==> src/rtl/iob_picorv32_bus_arb_pkg.sv <==
// Shared types and width helpers for the picorv32 ibus/dbus arbiter.
package iob_picorv32_bus_arb_pkg;

  typedef enum logic [1:0] {
    ST_IDLE    = 2'd0,
    ST_HOLD    = 2'd1,
    ST_RD_WAIT = 2'd2
  } arb_state_e;

  // Master identifiers used for owner / last_gnt / grant select.
  localparam logic MST_IBUS = 1'b0;
  localparam logic MST_DBUS = 1'b1;

  // Request bus {avalid, addr, wdata, wstrb}.
  function automatic int unsigned req_width(input int unsigned addr_w, input int unsigned data_w);
    return 1 + addr_w + data_w + data_w / 8;
  endfunction

  // Response bus {rdata, rvalid, ready}.
  function automatic int unsigned resp_width(input int unsigned data_w);
    return data_w + 2;
  endfunction

endpackage

==> src/rtl/iob_picorv32_bus_arb_grant.sv <==
// Two-input grant: fixed dbus priority, or round-robin against last_gnt.
module iob_picorv32_bus_arb_grant
  import iob_picorv32_bus_arb_pkg::*;
#(
  parameter int unsigned RR_EN = 0
) (
  input  logic ibus_valid_i,
  input  logic dbus_valid_i,
  input  logic last_gnt_i,
  output logic gnt_valid_o,
  output logic gnt_sel_o
);

  // Pick the single requester, or resolve contention by policy.
  always_comb begin
    gnt_valid_o = ibus_valid_i | dbus_valid_i;
    gnt_sel_o   = MST_IBUS;
    if (ibus_valid_i && dbus_valid_i) begin
      gnt_sel_o = (RR_EN != 0) ? ~last_gnt_i : MST_DBUS;
    end else if (dbus_valid_i) begin
      gnt_sel_o = MST_DBUS;
    end
  end

endmodule

==> src/rtl/iob_picorv32_bus_arb.sv <==
// 2:1 IOb arbiter merging picorv32 ibus and dbus onto one memory port,
// with at most one outstanding read routed back to its issuer.
module iob_picorv32_bus_arb
  import iob_picorv32_bus_arb_pkg::*;
#(
  parameter int unsigned ADDR_W = 32,
  parameter int unsigned DATA_W = 32,
  parameter int unsigned RR_EN  = 0
) (
  input  logic                                  clk_i,
  input  logic                                  rst_i,
  input  logic                                  cke_i,
  input  logic [req_width(ADDR_W, DATA_W)-1:0]  ibus_req_i,
  output logic [resp_width(DATA_W)-1:0]         ibus_resp_o,
  input  logic [req_width(ADDR_W, DATA_W)-1:0]  dbus_req_i,
  output logic [resp_width(DATA_W)-1:0]         dbus_resp_o,
  output logic [req_width(ADDR_W, DATA_W)-1:0]  mem_req_o,
  input  logic [resp_width(DATA_W)-1:0]         mem_resp_i
);

  localparam int unsigned STRB_W = DATA_W / 8;
  localparam int unsigned REQ_W  = req_width(ADDR_W, DATA_W);
  localparam int unsigned RESP_W = resp_width(DATA_W);

  arb_state_e state_q, state_d;
  logic       owner_q, owner_d;
  logic       last_gnt_q, last_gnt_d;

  logic              ibus_avalid, dbus_avalid;
  logic              mem_ready, mem_rvalid;
  logic [DATA_W-1:0] mem_rdata;
  logic              win_valid, win_sel;
  logic              arb_en, fwd, sel, sel_read, accept, rsp_valid;
  logic [REQ_W-1:0]  sel_req;

  assign ibus_avalid = ibus_req_i[REQ_W-1];
  assign dbus_avalid = dbus_req_i[REQ_W-1];
  assign mem_ready   = mem_resp_i[0];
  assign mem_rvalid  = mem_resp_i[1];
  assign mem_rdata   = mem_resp_i[RESP_W-1:2];

  iob_picorv32_bus_arb_grant #(
    .RR_EN(RR_EN)
  ) u_grant (
    .ibus_valid_i(ibus_avalid),
    .dbus_valid_i(dbus_avalid),
    .last_gnt_i  (last_gnt_q),
    .gnt_valid_o (win_valid),
    .gnt_sel_o   (win_sel)
  );

  // Select the forwarded master and compute the next state.
  always_comb begin
    state_d    = state_q;
    owner_d    = owner_q;
    last_gnt_d = last_gnt_q;
    fwd        = 1'b0;
    sel        = owner_q;

    // A returning read frees the port in the same cycle, so arbitrate then too.
    arb_en = (state_q == ST_IDLE) || ((state_q == ST_RD_WAIT) && mem_rvalid);

    if (arb_en) begin
      fwd = win_valid;
      sel = win_sel;
    end else if (state_q == ST_HOLD) begin
      fwd = (owner_q == MST_DBUS) ? dbus_avalid : ibus_avalid;
      sel = owner_q;
    end

    fwd       = fwd & ~rst_i;
    sel_req   = (sel == MST_DBUS) ? dbus_req_i : ibus_req_i;
    sel_read  = (sel_req[STRB_W-1:0] == '0);
    accept    = fwd & mem_ready;
    rsp_valid = ~rst_i & (state_q == ST_RD_WAIT) & mem_rvalid;

    if (accept) begin
      last_gnt_d = sel;
      owner_d    = sel;
      state_d    = sel_read ? ST_RD_WAIT : ST_IDLE;
    end else if (fwd) begin
      owner_d = sel;
      state_d = ST_HOLD;
    end else if ((state_q != ST_RD_WAIT) || mem_rvalid) begin
      state_d = ST_IDLE;
    end
  end

  // Drive the merged request and per-master responses.
  always_comb begin
    mem_req_o   = fwd ? sel_req : '0;
    ibus_resp_o = {mem_rdata, rsp_valid & (owner_q == MST_IBUS), accept & (sel == MST_IBUS)};
    dbus_resp_o = {mem_rdata, rsp_valid & (owner_q == MST_DBUS), accept & (sel == MST_DBUS)};
  end

  // State registers; cke_i freezes them while forwarding stays live.
  always_ff @(posedge clk_i) begin
    if (rst_i) begin
      state_q    <= ST_IDLE;
      owner_q    <= MST_IBUS;
      last_gnt_q <= MST_IBUS;
    end else if (cke_i) begin
      state_q    <= state_d;
      owner_q    <= owner_d;
      last_gnt_q <= last_gnt_d;
    end
  end

endmodule
==> config.mk <==
export PLATFORM = sky130hd
export DESIGN_NAME = iob_picorv32_bus_arb
export DESIGN_NICKNAME = d
export VERILOG_FILES = /design/src/rtl/iob_picorv32_bus_arb_pkg.sv /design/src/rtl/iob_picorv32_bus_arb_grant.sv /design/src/rtl/iob_picorv32_bus_arb.sv
export SDC_FILE = /design/constraint.sdc
export NUM_CORES = 1
export LEC_CHECK = 0
export CORE_AREA = 4 4 119 121
export CTS_BUF_LIST = sky130_fd_sc_hd__clkbuf_4 sky130_fd_sc_hd__clkbuf_8 sky130_fd_sc_hd__clkbuf_16
export CTS_CLUSTER_SIZE = 12
export DETAILED_ROUTE_END_ITERATION = 10
export DIE_AREA = 0 0 123 125
export GPL_ROUTABILITY_DRIVEN = 0
export SETUP_SLACK_MARGIN = 0.05
export SYNTH_ARGS = -nofsm -noshare
export SYNTH_HDL_FRONTEND = slang
export SYNTH_SLANG_ARGS = --single-unit
==> constraint.sdc <==
create_clock -name clk_i -period 2.7 [get_ports clk_i]
set_clock_uncertainty 0.1 [all_clocks]
set_input_delay 0.81 -clock clk_i [delete_from_list [all_inputs] [get_ports clk_i]]
set_output_delay 0.81 -clock clk_i [all_outputs]
set_load 0.05 [all_outputs]
==> summary.md, run 1 <==
| Metric | Value |
|---|---|
| Outcome | finished, violations left |
| Failing checks | negative setup slack |
| IO Pins | approximately 310 |
| Setup_tns | -25.81 ns |
| DRC viols | 0 |
| Hold_buf cts | 0 |
| Routed length on met1 | roughly 4000 um |
| Top Layer Used | met4 |
| Min-delay worst type | flip-flop to flip-flop |
| Fmax | approximately 0.32 GHz |
| First-pass GRT wire length | 17800 um |
| TritonCTS buffer count | 3 |
| Leak | between 2 and 2.5 nW |
| Die Span X | ~120 um |
| CP startpoint kind | input port |
| Initial Utilization | around 14% |
| Clk root buf | clkbuf_16 |
| Switch share | a little over two fifths |
| Non-Filler Instances | around 690 |
| Initial antenna violation count | 0 |
| Hpwl dp | 8530 um |
| Combinational power share | 83.6% |
| Crit path DAT | 2.19 ns |
| Largest net degree at the start of global routing | 29 |
| Fin crit share | 115% |
| Total Power | about 1.9 mW |
| Worst Path Max Fanout | 8 |
| Max stage delay on crit path | 0.28 ns |
| Clock transition at path regs | ~0.030 ns |
| CP Cell Sequence | buf_8 -> inv_4 -> a21oi_4 -> mux2i_4 -> buf_6 -> buf_12 -> clkbuf_16 -> nand2_1 -> a21oi_4 -> buf_12 |
| Setup CP Type | input port to primary output |
| Routed WL per cell | roughly 18 um |
| Rows | 42 |
| Vias | about 2900 |
| Final wirelength | 12300 um |
| P&R area growth vs syn | 255% |
| Avg Inst Size Synth | around 5.6 um^2 |
| Yosys top cell by area | nand2_1 |
| Synth Register Bits | 3 |
| P per Cell Area | 289 nW/um^2 |
| Worst slack at placement | -0.940 ns |
| Worst skew pair latency | about 0.23 ns |
| GRT overflow | 0 |
| Sequential area share after synthesis | around 3.3% |
| Final WS setup | -0.396 ns |
| Routed length on met3 | 1080 um |
| Final hold vios | 0 |
| Syn. warnings | 0 |
| Crit-path slowest cell | mux2i_4 |
| Nets@finish | a little under 700 |
| # setup viols final | just over 70 |
| H-tree depth | 1 |
| Vias in the first global route | between 3000 and 4000 |
| Ranking of synthesized cells by area | nand2_1 (28%), buf_4 (27%), a21oi_1 (14%), a21oi_2 (10%), buf_2 (4.7%) |
| Cells after Synth | 324 |
| RSZ-0062 raised after global routing | true |
| Sink Count | 3 |
| DRT antenna net count | 0 |
| Share of post-route cells with drive strength above 1 | roughly 55% |
| Switch Pwr | 0.805 mW |
| Critical path required time | between 1.5 and 2 ns |
| Count of antenna diodes in the layout | 0 |
| Slew headroom | 73.5% |
| Met2 WL | 6930 um |
| Die area | roughly 15000 um^2 |
| Global-route usage over all layers | around 15% |
| CTS tree | built |
| Synth top area share | roughly 28% |
| Core ar. | between 10000 and 15000 um^2 |
| Maximum buffer depth of the clock tree | 2 |
| Placed Cells | approximately 650 |
| Fill cells | between 1000 and 1500 |
| Initial DRC count | 42 |
| Sequential Power Share | between 2 and 3% |
| Synth cell types | 22 |
| PortBufs | ~220 |
| Max-Cap Viols | 0 |
| Least-Margin Pin Slew | approximately 0.40 ns |
| Internal power | between 1 and 1.5 mW |
| Max-slew violations | 0 |
| Vias per std cell | about 4.2 |
| Clock share of power | 13.6% |
| Final min period | roughly 3.1 ns |
| Synthesized Nets | 499 |
| First drt pass iteration count | 4 |
| Chip height | ~130 um |
| Peak supply drop | about 210 uV |
| Post-Synthesis Cell Area | 1810 um^2 |
| Critical path capture point type | primary output |
cell families after synthesis:
group           Yosys count  share of synthesized area [%]
compound gates           75                           26.5
buf+inv                  91                           34.9
flops                     3                           3.33
mux                       5                           2.84
simple gates            150                           32.5
worst paths after layout:
check	slack (ns)	startpoint	end	cells after the start
max reg2reg	0.77	state_q[1]$_SDFFE_PP0P_	owner_q$_SDFFE_PP0P_	7
min reg2reg	0.55	state_q[0]$_SDFFE_PP0P_	state_q[0]$_SDFFE_PP0P_	2
min	0.55	state_q[0]$_SDFFE_PP0P_	state_q[0]$_SDFFE_PP0P_	2
max	-0.40	mem_resp_i[1]	mem_req_o[2]	10
registers in the layout (all words and copies together) (netlist names):
| register | flops |
|---|---|
| owner_q | 1 |
| state_q | 2 |
cell type report:
class	instances	area, um^2	area share, %
flip-flops and latches	3	60.1	0.938
repair buffers	269	3800	59.4
well taps	176	220	3.44
inverters	4	21.3	0.332
clock buffers	4	82.6	1.29
multi-input cells	230	2210	34.6
power by group through the flow:
stage | combinational [mW] | clock (mW) | sequential [mW]
final | 1.55 | 0.252 | 0.0511
after floorplan | 0.916 | 0 | 0.0492
after detailed placement | 1.28 | 0 | 0.0505
after global routing | 1.62 | 0.260 | 0.0515
after global placement | 1.26 | 0 | 0.0503
after CTS | 1.50 | 0.257 | 0.0511
what timing repair did:
action	CTS	global route
gates cloned	11	6
setup endpoints to repair	73	72
hold endpoints to repair	0	0
buffers inserted	18	1
pin swaps	41	47
gates resized for setup	115	43
worst max-delay path, delay by kind of cell:
kind	cells	cell delay (ns)
AOI/OAI and AO/OA	2	0.30
buffers and inverters	6	0.69
muxes	1	0.28
and+or+nand+nor	1	0.09
cells in the final DEF, fill, tap and decap left out, drive strengths merged:
| master | synthesis | layout |
|---|---|---|
| a221o | 1 | 1 |
| a21oi | 70 | 70 |
| nand2 | 137 | 137 |
| mux2i | 4 | 4 |
| o31a | 1 | 1 |
| nor2 | 5 | 5 |
| nand3 | 1 | 1 |
| o22ai | 1 | 1 |
| a221oi | 1 | 1 |
| nor3 | 2 | 2 |
| clkinvlp | 0 | 1 |
| inv | 4 | 3 |
| nor4 | 2 | 2 |
| dfxtp | 3 | 3 |
| clkbuf | 2 | 11 |
| clkdlybuf4s50 | 0 | 138 |
| buf | 85 | 124 |
| a311oi | 1 | 1 |
| nand2b | 3 | 3 |
| mux2 | 1 | 1 |
routing by layer:
metal / track usage [%] / up-vias
met5: 0 / -
met4: 3.97 / 0
met3: 3.84 / 39
met2: 28.8 / 137
met1: 15.2 / 1354
li1: - / 1369
metrics by stage:
| stage | utilization, % | hold WS [ns] | instance area, um^2 |
|---|---|---|---|
| 3_3_place_gp | 40.4 | 0.490 | 5290 |
| 6_report | 48.9 | 0.550 | 6400 |
| 4_1_cts | 46.8 | 0.540 | 6130 |
| 3_5_place_dp | 40.4 | 0.494 | 5290 |
| 2_1_floorplan | - | 0.455 | 2630 |
| 5_1_grt | 48.9 | 0.621 | 6400 |
cell usage after synthesis:
cell type and n:
a21oi_1 49, a21oi_2 21, a221o_1 1, a221oi_2 1, a311oi_1 1, buf_2 17
buf_4 65, buf_6 3, clkbuf_1 2, dfxtp_1 3, inv_1 4, mux2_2 1
mux2i_1 4, nand2_1 137, nand2b_1 2, nand2b_4 1, nand3_1 1, nor2_1 5
nor3_1 2, nor4_1 2, o22ai_1 1, o31a_1 1
Note: power is estimated with default switching activity, not from simulation.
==> run 2: changes to the inputs <==
CAP_MARGIN = 20   (was unset)
==> results of run 2 <==
The final DEF is identical to that of run 1; final timing and power are the same.
